--- src/rtl/lector_sensor_spi.sv ---
// lector_sensor_spi
// SPI master (mode 0) that periodically reads a 16-bit digital temperature
// sensor frame and keeps the last valid signed 11-bit temperature.
//
// Frame (MSB first): [15:5] signed temperature, [4:1] ignored, [0] must be 0.
// Frames with bit 0 set are rejected and flagged on error_trama.
//
// Optional build macro FILTRO_PROMEDIO_EN: temp_salida becomes the floor mean
// of the last 4 valid samples; temp_valida then lags the frame end by 1 cycle.
//
// Ports:
//   clk          system clock
//   arst_n       asynchronous active-low reset
//   habilitar    enables periodic read frames
//   spi_miso     serial data from the sensor (synchronized internally)
//   spi_sclk     SPI clock, idle low
//   spi_cs_n     chip select, active low
//   temp_salida  last valid temperature (signed)
//   temp_valida  one-cycle pulse when temp_salida updates
//   error_trama  one-cycle pulse on a rejected frame
//   ocupado      high while a frame is in progress
module lector_sensor_spi #(
   parameter int unsigned CLK_DIV         = 4,
   parameter int unsigned PERIODO_MUESTRA = 1000
) (
   input  logic               clk,
   input  logic               arst_n,
   input  logic               habilitar,
   input  logic               spi_miso,
   output logic               spi_sclk,
   output logic               spi_cs_n,
   output logic signed [10:0] temp_salida,
   output logic               temp_valida,
   output logic               error_trama,
   output logic               ocupado
);

   localparam int unsigned EspW = (PERIODO_MUESTRA > 1) ? $clog2(PERIODO_MUESTRA) : 1;
   localparam logic [7:0]      DivMax = 8'(CLK_DIV - 1);
   localparam logic [EspW-1:0] EspMax = EspW'(PERIODO_MUESTRA - 1);

   typedef enum logic [2:0] {
      StReposo,
      StSeleccion,
      StTransferencia,
      StFin,
      StEspera
   } estado_t;

   estado_t          r_estado, w_estado_d;
   logic [7:0]       r_div, w_div_d;
   logic [3:0]       r_bit, w_bit_d;
   logic             r_fase, w_fase_d;
   logic [EspW-1:0]  r_esp, w_esp_d;
   logic [15:0]      r_sr, w_sr_d;
   logic             r_miso_s1, r_miso_s2;
   logic             r_cs_n, r_ocupado;
   logic             r_valida, r_error;
   logic signed [10:0] r_temp;
   logic             w_fin_div, w_fin_ok, w_fin_err, w_activo_d;
   logic signed [10:0] w_temp_trama;

   assign w_fin_div    = (r_div == DivMax);
   assign w_temp_trama = $signed(r_sr[15:5]);
   assign w_activo_d   = (w_estado_d == StSeleccion) || (w_estado_d == StTransferencia) ||
                         (w_estado_d == StFin);

   always_ff @(posedge clk or negedge arst_n) begin
      if (!arst_n) begin
         r_miso_s1 <= 1'b0;
         r_miso_s2 <= 1'b0;
      end else begin
         r_miso_s1 <= spi_miso;
         r_miso_s2 <= r_miso_s1;
      end
   end

   always_comb begin
      w_estado_d = r_estado;
      w_div_d    = r_div;
      w_bit_d    = r_bit;
      w_fase_d   = r_fase;
      w_esp_d    = r_esp;
      w_sr_d     = r_sr;
      w_fin_ok   = 1'b0;
      w_fin_err  = 1'b0;
      case (r_estado)
         StReposo: begin
            if (habilitar) begin
               w_estado_d = StSeleccion;
               w_div_d    = '0;
            end
         end
         StSeleccion: begin
            if (w_fin_div) begin
               w_estado_d = StTransferencia;
               w_div_d    = '0;
               w_bit_d    = '0;
               w_fase_d   = 1'b0;
            end else begin
               w_div_d = r_div + 8'd1;
            end
         end
         StTransferencia: begin
            if (w_fin_div) begin
               w_div_d = '0;
               if (!r_fase) begin
                  w_fase_d = 1'b1;
               end else begin
                  // Sample at the end of the high phase: data changed on the previous fall.
                  w_fase_d = 1'b0;
                  w_sr_d   = {r_sr[14:0], r_miso_s2};
                  if (r_bit == 4'd15) begin
                     w_estado_d = StFin;
                     w_bit_d    = '0;
                  end else begin
                     w_bit_d = r_bit + 4'd1;
                  end
               end
            end else begin
               w_div_d = r_div + 8'd1;
            end
         end
         StFin: begin
            if (w_fin_div) begin
               w_div_d    = '0;
               w_esp_d    = '0;
               w_estado_d = StEspera;
               if (!r_sr[0]) w_fin_ok  = 1'b1;
               else          w_fin_err = 1'b1;
            end else begin
               w_div_d = r_div + 8'd1;
            end
         end
         StEspera: begin
            if (r_esp == EspMax) begin
               w_esp_d    = '0;
               w_estado_d = habilitar ? StSeleccion : StReposo;
            end else begin
               w_esp_d = r_esp + EspW'(1);
            end
         end
         default: w_estado_d = StReposo;
      endcase
   end

   always_ff @(posedge clk or negedge arst_n) begin
      if (!arst_n) begin
         r_estado  <= StReposo;
         r_div     <= '0;
         r_bit     <= '0;
         r_fase    <= 1'b0;
         r_esp     <= '0;
         r_sr      <= '0;
         r_cs_n    <= 1'b1;
         r_ocupado <= 1'b0;
         r_error   <= 1'b0;
      end else begin
         r_estado  <= w_estado_d;
         r_div     <= w_div_d;
         r_bit     <= w_bit_d;
         r_fase    <= w_fase_d;
         r_esp     <= w_esp_d;
         r_sr      <= w_sr_d;
         r_cs_n    <= !w_activo_d;
         r_ocupado <= w_activo_d;
         r_error   <= w_fin_err;
      end
   end

`ifdef FILTRO_PROMEDIO_EN
   logic signed [10:0] r_muestra;
   logic               r_muestra_ok;
   logic signed [10:0] r_buf [4];
   logic               r_cargado;
   logic signed [10:0] w_buf_n [4];
   logic signed [12:0] w_suma;
   logic signed [10:0] w_media;

   always_comb begin
      // First sample after reset fills the whole window so the mean starts at it.
      if (r_cargado) begin
         w_buf_n[0] = r_muestra;
         w_buf_n[1] = r_buf[0];
         w_buf_n[2] = r_buf[1];
         w_buf_n[3] = r_buf[2];
      end else begin
         w_buf_n[0] = r_muestra;
         w_buf_n[1] = r_muestra;
         w_buf_n[2] = r_muestra;
         w_buf_n[3] = r_muestra;
      end
      w_suma  = {{2{w_buf_n[0][10]}}, w_buf_n[0]} + {{2{w_buf_n[1][10]}}, w_buf_n[1]} +
                {{2{w_buf_n[2][10]}}, w_buf_n[2]} + {{2{w_buf_n[3][10]}}, w_buf_n[3]};
      w_media = 11'(w_suma >>> 2);
   end

   always_ff @(posedge clk or negedge arst_n) begin
      if (!arst_n) begin
         r_muestra    <= '0;
         r_muestra_ok <= 1'b0;
         r_buf        <= '{default: '0};
         r_cargado    <= 1'b0;
         r_temp       <= '0;
         r_valida     <= 1'b0;
      end else begin
         r_muestra_ok <= w_fin_ok;
         if (w_fin_ok) r_muestra <= w_temp_trama;
         r_valida <= r_muestra_ok;
         if (r_muestra_ok) begin
            r_buf     <= w_buf_n;
            r_cargado <= 1'b1;
            r_temp    <= w_media;
         end
      end
   end
`else
   always_ff @(posedge clk or negedge arst_n) begin
      if (!arst_n) begin
         r_temp   <= '0;
         r_valida <= 1'b0;
      end else begin
         r_valida <= w_fin_ok;
         if (w_fin_ok) r_temp <= w_temp_trama;
      end
   end
`endif

   assign spi_sclk    = r_fase;
   assign spi_cs_n    = r_cs_n;
   assign ocupado     = r_ocupado;
   assign temp_salida = r_temp;
   assign temp_valida = r_valida;
   assign error_trama = r_error;

endmodule

--- config.mk ---
export PLATFORM = sky130hd
export DESIGN_NAME = lector_sensor_spi
export DESIGN_NICKNAME = d
export VERILOG_FILES = /design/src/rtl/lector_sensor_spi.sv
export SDC_FILE = /design/constraint.sdc
export NUM_CORES = 1
export LEC_CHECK = 0
export ABC_AREA = 1
export BUFFER_PORTS_ARGS = -buffer_cell sky130_fd_sc_hd__buf_2
export CAP_MARGIN = 20
export CORE_MARGIN = 4
export CORE_UTILIZATION = 50
export CTS_CLUSTER_DIAMETER = 30
export CTS_CLUSTER_SIZE = 30
export DETAILED_ROUTE_END_ITERATION = 10
export GPL_TIMING_DRIVEN = 0
export HOLD_SLACK_MARGIN = 0.12
export PLACE_DENSITY = 0.68
export SETUP_SLACK_MARGIN = 0.5
export SYNTH_ARGS = -nofsm -noshare
export SYNTH_HDL_FRONTEND = slang
export SYNTH_SLANG_ARGS = --single-unit
--- constraint.sdc ---
create_clock -name clk -period 2.73 [get_ports clk]
set_clock_uncertainty 0.2 [all_clocks]
set_input_delay 0.546 -clock clk [delete_from_list [all_inputs] [get_ports clk]]
set_output_delay 0.546 -clock clk [all_outputs]
set_load 0.005 [all_outputs]
[Word-level counts from Yosys, hierarchy flattened]
Cells that the tools add are included.
Word-level totals
  word-level logic and storage cells: 74
  output and inout port bits: 16
  input bits: 4
  flip-flop bits (word level): 59
Cells by class
  $add $sub $neg: 3
  muxes and demuxes: 30
  reduce and logical (&&, ||, !) cells: 13
  equality and inequality tests: 15
Operators by type and width (number)
  two-way mux 3 bit: 7
  two-way mux 10 bit: 2
  case mux 10 bit (2 select lines): 1
  two-way mux 4 bit: 4
  two-way mux 8 bit: 2
  case mux 8 bit (2 select lines): 1
  case mux 3 bit (5 select lines): 1
  equality test 3 x 2 -> 1 bit, second input constant: 4
  adder 10 x 1 -> 10 bit, second input constant: 1
  equality test 10 bit, second input constant: 1
  two-way mux 1 bit: 10
  inequality test 2 bit, second input constant: 5
  adder 8 x 1 -> 8 bit, second input constant: 1
  equality test 8 x 2 -> 1 bit, second input constant: 1
  case mux 4 bit (2 select lines): 1
  equality test 3 x 1 -> 1 bit, second input constant: 2
  AND reduction 3 bit: 2
  nonzero test 2 bit: 3
  adder 4 x 1 -> 4 bit, second input constant: 1
  equality test 4 bit, second input constant: 1
  AND reduction 2 bit: 2
  AND reduction 4 bit: 1
  equality test 3 bit, second input constant: 1
  zero test 3 bit: 1
  4 further kinds: 5

[Depth between registers and ports, before layout]
Gate-level depths: netlist of run 1.
  depth after elaboration: 9
  depth in mapped cells: 9
  gate-level depth less buffers: 9

[Worst setup path before layout of run 1]
No wires, ideal clock.
  path kind: reg2reg
  start point: reg r_div[0]
  end point: reg r_temp[1], in the netlist temp_salida[1]
  arrival time: 1.282 ns
  cell stages (with the launch flop): 10
  required time: 2.413 ns
  setup slack: 1.131 ns
  library setup time: 0.117 ns
  clock period less this slack: 1.599 ns
  path buffers: 1
  cells stage by stage: dfrtp_1 > ha_1 > nand2_2 > nor2_8 > nand2_4 > inv_2 > nand2_4 > buf_6 > nand2_2 > o21ai_2
Between the ends
  cells in the longest elaborated chain, start to end: 3
RTL lines
  from (decl): RTL line 51  | logic [7:0] r_div, w_div_d;
  from (signal assigned): RTL line 160  | r_div <= w_div_d;
  equality test 8 x 2 -> 1 bit: RTL line 63  | assign w_fin_div = (r_div == DivMax);
  two-way mux 1 bit: RTL line 125  | if (w_fin_div) begin
  two-way mux 1 bit: RTL line 87  | case (r_estado)
  to (signal assigned): RTL line 224  | if (w_fin_ok) r_temp <= w_temp_trama;
  to (decl): RTL line 59  | logic signed [10:0] r_temp;
No other way between the ends.
A chain may end at the register's enable or synchronous reset.

[Worst setup path in the final report of run 1]
  start point: reg r_div[0]
  end point: reg r_esp[7]
Between the ends
  cells in the longest elaborated chain, start to end: 3
RTL lines
  equality test 8 x 2 -> 1 bit: RTL line 63
  inequality test 2 bit (no line)
  AND reduction 2 bit (no line)
  to (signal assigned): RTL line 163  | r_esp <= w_esp_d;
  to (decl): RTL line 54  | logic [EspW-1:0] r_esp, w_esp_d;
No other way between the ends.

==> flow_metrics.tcl, run 1 <==
set metrics [dict create \
    status "complete, no violations" \
    min_from "r_miso_s1$_DFF_PN0_" \
    synthCells 336 \
    final_layout_size_suffix_gt1_frac 0.198 \
    synth_edf_count 0 \
    dp_slack_ns 0.951 \
    wire_per_inst_um 12.2 \
    clkSlewWorstSetupHoldPaths_ns 0.07 \
    max_cap_viol_count 0 \
    fmax_mhz 560 \
    nets 376 \
    finalNonFillerCells 446 \
    synth_ff_type "dfrtp_1" \
    ant_nets 0 \
    yosysUniqueCellTypes 31 \
    cp_slowest_cell "dfrtp_1" \
    crit_path_frequent_cell "nand2_1" \
    period_share 0.654 \
    hpwlAfterDp_um 3870 \
    rows 27 \
    die_y_um 83.7 \
    setup_viol_count_final 0 \
    ys_ff_latch 59 \
    die_x_um 83.7 \
    min_period_ns 1.78 \
    gr-usage-met2 0.260 \
    hp-class "reg2reg" \
    r2r_slack_ns 0.95 \
    slowest_delay_ns 0.39 \
    finalMaxSlewViolations 0 \
    syn_nets 343 \
    power_density_nw_per_um2 504 \
    antenna_cells 0 \
    cp-end-kind "register" \
    multi_input_area_um2 1150 \
    placed_cells 428 \
    ys_async_sr_fraction 1.00 \
    finalPower_uw 1650 \
    use_met1 0.244 \
    hold_depth 0 \
    hold_viol 0 \
    core_um2 5540 \
    cts_sinks 59 \
    vias_per_cell 5.03 \
    tightest_slew_ns 0.536 \
    drt-initial-drc-count 96 \
    start_kind "register" \
    synth_seq_area_share 0.516 \
    synth_area_um2 2860 \
    fin_setup_tns_ns 0 \
    area_delta_synth_final_pct 14.4 \
    worstPathRequired_ns 2.74 \
    drc 0 \
    synth_area_leaders "dfrtp_1, nand2_1, inv_1" \
    leakage_uw 0.00165 \
    slew_headroom 0.642 \
    wirelength_um 5430 \
    die_area_um2 7000 \
    grt_pass1_wl_um 10000 \
    worstReg2RegEnd "r_esp[7]$_DFFE_PN0P_" \
    clkLatencyLatePin_ns 0.33 \
    yosys_warnings 0 \
    ios 20 \
    grt_use_total 0.175 \
    overflow 0 \
    yosysTopAreaCell "dfrtp_1" \
    whs_ns 0.150 \
    clockBufferDepth 2 \
    n_fill_cell 505 \
    vias 2242 \
    cts_tree "yes" \
    worstSetupPathType "reg2reg" \
    grt_pass1_vias 2206 \
    antenna_found_initial 0 \
    peakVddDrop_mv 0.298 \
    r2r_cells 8 \
    seqCellArea_um2 1480 \
    cts_buffers 9 \
    min_to "r_miso_s2$_DFF_PN0_" \
    reg2reg_from "r_div[0]$_DFFE_PN0P_" \
    initial_core_util 0.517 \
    final.setup.worst_slack_ns 0.945 \
    portBuffers 19 \
    cp.arrival_ns 1.80 \
    rsz0062_at_grt "false" \
    h-tree-depth 3 \
    syn_area_per_cell_um2 8.52 \
    routabilityCongestion 0.840 \
    dr.pass1.iters 4 \
    cts_setup_buffers 0 \
    synth_top_area_frac 0.507 \
    top_usage_layer "met2" \
    clockRootBuffer "clkbuf_8" \
    grt_max_degree 38 \
    worst-path-max-fanout 7 \
    path_cells "ha_1 -> nand2_2 -> nor2_8 -> nand2_4 -> nand2_1 -> inv_1 -> nand2_1 -> o21ai_1" \
    grt_use_met3 0.0355 \
]
## worst max path at each step
stage                                    start                         end  slack [ns]  cells past startpoint
after floorplan           r_div[0]$_DFFE_PN0P_  temp_salida[1]$_DFFE_PN0P_        1.13                      9
after global placement                  arst_n        r_sr[13]$_DFFE_PN0P_        0.77                      1
after detailed placement  r_div[0]$_DFFE_PN0P_        r_esp[7]$_DFFE_PN0P_        0.95                      8
after CTS                 r_div[0]$_DFFE_PN0P_        r_esp[7]$_DFFE_PN0P_        0.94                      8
after global routing      r_div[0]$_DFFE_PN0P_        r_esp[9]$_DFFE_PN0P_        0.72                      8
final                     r_div[0]$_DFFE_PN0P_        r_esp[7]$_DFFE_PN0P_        0.95                      8
## cell families (layout without fill, tap and decap cells)
| logic type | Yosys count | count (layout) | synth area share |
|---|---|---|---|
| adder cells (fa/ha/maj) | 3 | 3 | 0.0131 |
| AND/OR/NAND/NOR | 172 | 172 | 0.280 |
| XOR/XNOR | 2 | 2 | 0.00612 |
| AO/OA/AOI/OAI | 47 | 47 | 0.104 |
| flip-flops | 59 | 59 | 0.516 |
| buffers and inverters | 53 | 91 | 0.0813 |
## synth_stat cells (2+ instances only)
master / count
nand2_1: 86
dfrtp_1: 58
inv_1: 46
nor2_1: 29
nand3_1: 22
o21ai_1: 13
nand2_2: 10
o21ai_2: 10
nand4_1: 9
o21ai_0: 9
a21oi_1: 6
buf_6: 4
nor3_1: 4
o21bai_1: 4
ha_1: 3
nand2_4: 3
nand3b_1: 3
inv_2: 2
nand3_2: 2
xor2_1: 2
## worst max-delay path, delay by kind of cell, from the launching register on
kind	cells	cell delay [ns]
AND/OR/NAND/NOR	5	0.64
adder cells (fa/ha/maj)	1	0.24
buffers and inverters	1	0.14
flip-flops	1	0.39
AO/OA/AOI/OAI	1	0.05
## through the flow
step           cell area [um2]  utilization
5_1_grt                   3280        0.591
4_1_cts                   3270        0.589
2_1_floorplan             2860            -
3_5_place_dp              3070        0.554
6_report                  3280        0.591
3_3_place_gp              3050        0.550
## layer usage
metal	share of wire	wire (um)
met1	0.50	2740
met2	0.44	2390
met3	0.036	194
met4	0.019	104
met5	0	0
## final cells by class
cell class                      count  area share
Tap cell                           72      0.0275
Clock inverter                      5      0.0111
Buffer                              5      0.0160
Timing Repair Buffer               22      0.0413
Multi-Input combinational cell    224       0.352
Clock buffer                       11      0.0462
Sequential cell                    59       0.451
Inverter                           48      0.0550
## repair_timing
item                      4_1_cts  5_1_grt
hold endpoints to repair       22        1
gates resized for setup         0        0
hold buffers                    1        1
## power by group
part	internal [uW]	switching (uW)
Clock	380	363
Combinational	7.85	20.9
Sequential	878	1.88
## registers in the layout, indices dropped and copies added, names as in the netlist
signal       flops
r_estado         3
r_sr            16
r_div            8
r_miso_s2        1
r_esp           10
ocupado          1
r_miso_s1        1
error_trama      1
spi_cs_n         1
temp_salida     11
spi_sclk         1
temp_valida      1
r_bit            4
## cells in the final DEF (no fill, tap or decap), drive strengths merged, types with 3 or more instances in the layout
cell       n
nand2     99
dfrtp     58
inv       49
nor2      32
o21ai     32
buf       25
nand3     24
clkbuf    11
nand4      9
a21oi      7
nor3       4
o21bai     4
nand3b     3
ha         3
clkinvlp   3
No activity file was read; power rests on OpenSTA's default activity.
==> run 2, diff against run 1 <==
Clock period 2.73 ns to 1.7 ns, I/O delays scaled along.
==> run 2 against run 1 <==
The flow now finishes with violations (negative hold slack); worst setup slack lost 0.88 ns; sequential share of layout area decreased by 8.4 points; global-route usage up 2.2 points; routed wire length rose by 26%; critical path depth stayed put; count of clock-buffer cells in the layout shrank 1; die area did not move; worst hold slack worse by 0.41 ns; power increased by 75%; utilization rose by 14 points.
==> flow_metrics.tcl, run 2 (synthesis gave the netlist of run 1 again) <==
set metrics [dict create \
    status "finished, violations left" \
    violations "negative hold slack" \
    nets 421 \
    cts_tree "yes" \
    placed_cells 428 \
    max_cap_viol_count 0 \
    grt_max_degree 41 \
    peakVddDrop_mv 0.507 \
    rsz0062_at_grt "true" \
    worst-path-max-fanout 6 \
    die_area_um2 7000 \
    switching_power_uw 640 \
    antenna_cells 0 \
    final_cell_mix "nand2_1, dfrtp_1, inv_1" \
    slowest_delay_ns 0.39 \
    leakage_uw 0.00199 \
    top_layer "met4" \
    clockRootBuffer "clkbuf_8" \
    ant_nets 0 \
    placed_area_um2 3110 \
    power_frac_seq 0.489 \
    hp-class "in2async" \
    final_common_cell "nand2_1" \
    clockBufferDepth 2 \
    finalPower_uw 2890 \
    grt_pass1_wl_um 11200 \
    rows 27 \
    cts_sinks 59 \
    initial_core_util 0.517 \
    drc 0 \
    cp-end-kind "register" \
    cp_slowest_cell "dfrtp_1" \
    finalNonFillerCells 491 \
    die_x_um 83.7 \
    worstPathRequired_ns 1.72 \
    setup_viol_count_final 0 \
    final_area_um2 4040 \
    dr.pass1.iters 4 \
    final_layout_size_suffix_gt1_frac 0.403 \
    grt_pass1_vias 2422 \
    dr_wl_met3_um 214 \
    power.internal_uw 2250 \
    hold_viol 19 \
    wire_per_inst_um 13.9 \
    cts_buffers 9 \
    tightest_slew_ns 0.469 \
    ios 20 \
    slew_headroom 0.687 \
    area_delta_synth_final_pct 41.0 \
    clock_power_share 0.494 \
    vias 2492 \
    power_density_nw_per_um2 716 \
    portBuffers 19 \
    hpwlAfterDp_um 3820 \
    finalMaxSlewViolations 0 \
    clkSlewWorstSetupHoldPaths_ns 0.08 \
    overflow 0 \
    path_cells "nor2_2 -> nand2_4 -> nor2_8 -> buf_12 -> buf_8 -> o21bai_1 -> nor2_1 -> nand3_1" \
    worstSetupPathType "reg2reg" \
    wl_met1_um 3100 \
    power.share.switching 0.221 \
    antenna_found_initial 0 \
    wirelength_um 6820 \
    start_kind "register" \
    regMostFlops "r_sr" \
    hold_buffers 1 \
    vias_per_cell 5.08 \
    core_um2 5540 \
    clkLatencyLatePin_ns 0.35 \
    min_period_ns 1.63 \
    h-tree-depth 3 \
    cp.arrival_ns 1.65 \
    fmax_mhz 613 \
    drt-initial-drc-count 168 \
    period_share 0.960 \
    combPwrFrac 0.017 \
    largest_register_ff_count 16 \
    routabilityCongestion 0.821 \
    grt_use_total 0.197 \
    whs_ns -0.262 \
    die_y_um 83.7 \
    wl_met2_um 3380 \
]
## run 2: changes by cell type in the layout (fill, tap and decap cells not counted), moves of 4 or more
cell     change
nand3_2      +4
o21ai_0      -8
buf_12       +4
nor2_2       +7
nor2_4       +4
nand2_4     +14
inv_1        -8
o21ai_1      +5
buf_4       +36
nor2_1      -11
nand2_1     -18
nand3_1      -5
inv_2        +5
## run 2: path summary, 6_finish.rpt
check | to | cells past startpoint | startpoint | slack, ns
max | ocupado$_DFF_PN0_ | 8 | r_div[3]$_DFFE_PN0P_ | 0.07
min | temp_salida[9]$_DFFE_PN0P_ | 1 | arst_n | -0.26
max reg2reg | ocupado$_DFF_PN0_ | 8 | r_div[3]$_DFFE_PN0P_ | 0.07
min reg2reg | r_miso_s2$_DFF_PN0_ | 0 | r_miso_s1$_DFF_PN0_ | 0.15
max in group asynchronous | spi_cs_n$_DFF_PN1_ | 2 | arst_n | 0.93
min in group clk | r_miso_s2$_DFF_PN0_ | 0 | r_miso_s1$_DFF_PN0_ | 0.15
## run 2: final cells by class
class	count	area [um2]
plain buffers	5	77.6
clock buffers	10	128
clock inverters	6	90.1
fillers	406	1500
inverters	48	193
multi-input cells	224	1430
flip-flops and latches	59	1480
well taps	72	90.1
repair buffers	67	552
## run 2: timing repair
action                                  in CTS  in global routing
gates resized for setup                     56                 33
buffers inserted                            32                 11
hold endpoints to repair                    20                 19
pin swaps                                   15                 14
endpoints found under the setup margin      73                 73
cloned                                       2                  1
## run 2: layer usage
metal | track usage | vias to the layer above
met2 | 0.315 | 42
met1 | 0.258 | 1202
met5 | 0 | -
met4 | 0.0906 | 0
li1 | - | 1236
met3 | 0.0395 | 12
## run 2: worst max-delay path, delay by kind of cell, from the launching register on
kind | cells | cell delay [ns]
compound gates | 1 | 0.06
buf+inv | 2 | 0.23
flops | 1 | 0.39
simple gates | 5 | 0.62
## run 2: power by group through the flow
stage	Sequential, uW	Combinational [uW]	Clock, uW
finish	1410	49.2	1430
global route	1410	57.8	1520
CTS	1410	49.6	1440
detailed placement	1440	46.3	0
global placement	1440	39.9	0
floorplan	1440	6.94	0
## run 2: stage by stage
| stage | worst slack (ns) | hold slack, ns | utilization | TNS [ns] |
|---|---|---|---|---|
| detailed placement | -0.0483 | 0.124 | 0.561 | -0.170 |
| global placement | -0.0356 | 0.136 | 0.557 | -1.99 |
| CTS | 0.123 | -0.248 | 0.689 | 0 |
| floorplan | 0.179 | -0.156 | - | 0 |
| finish | 0.0687 | -0.262 | 0.729 | 0 |
| global route | 0.0138 | -0.237 | 0.729 | 0 |
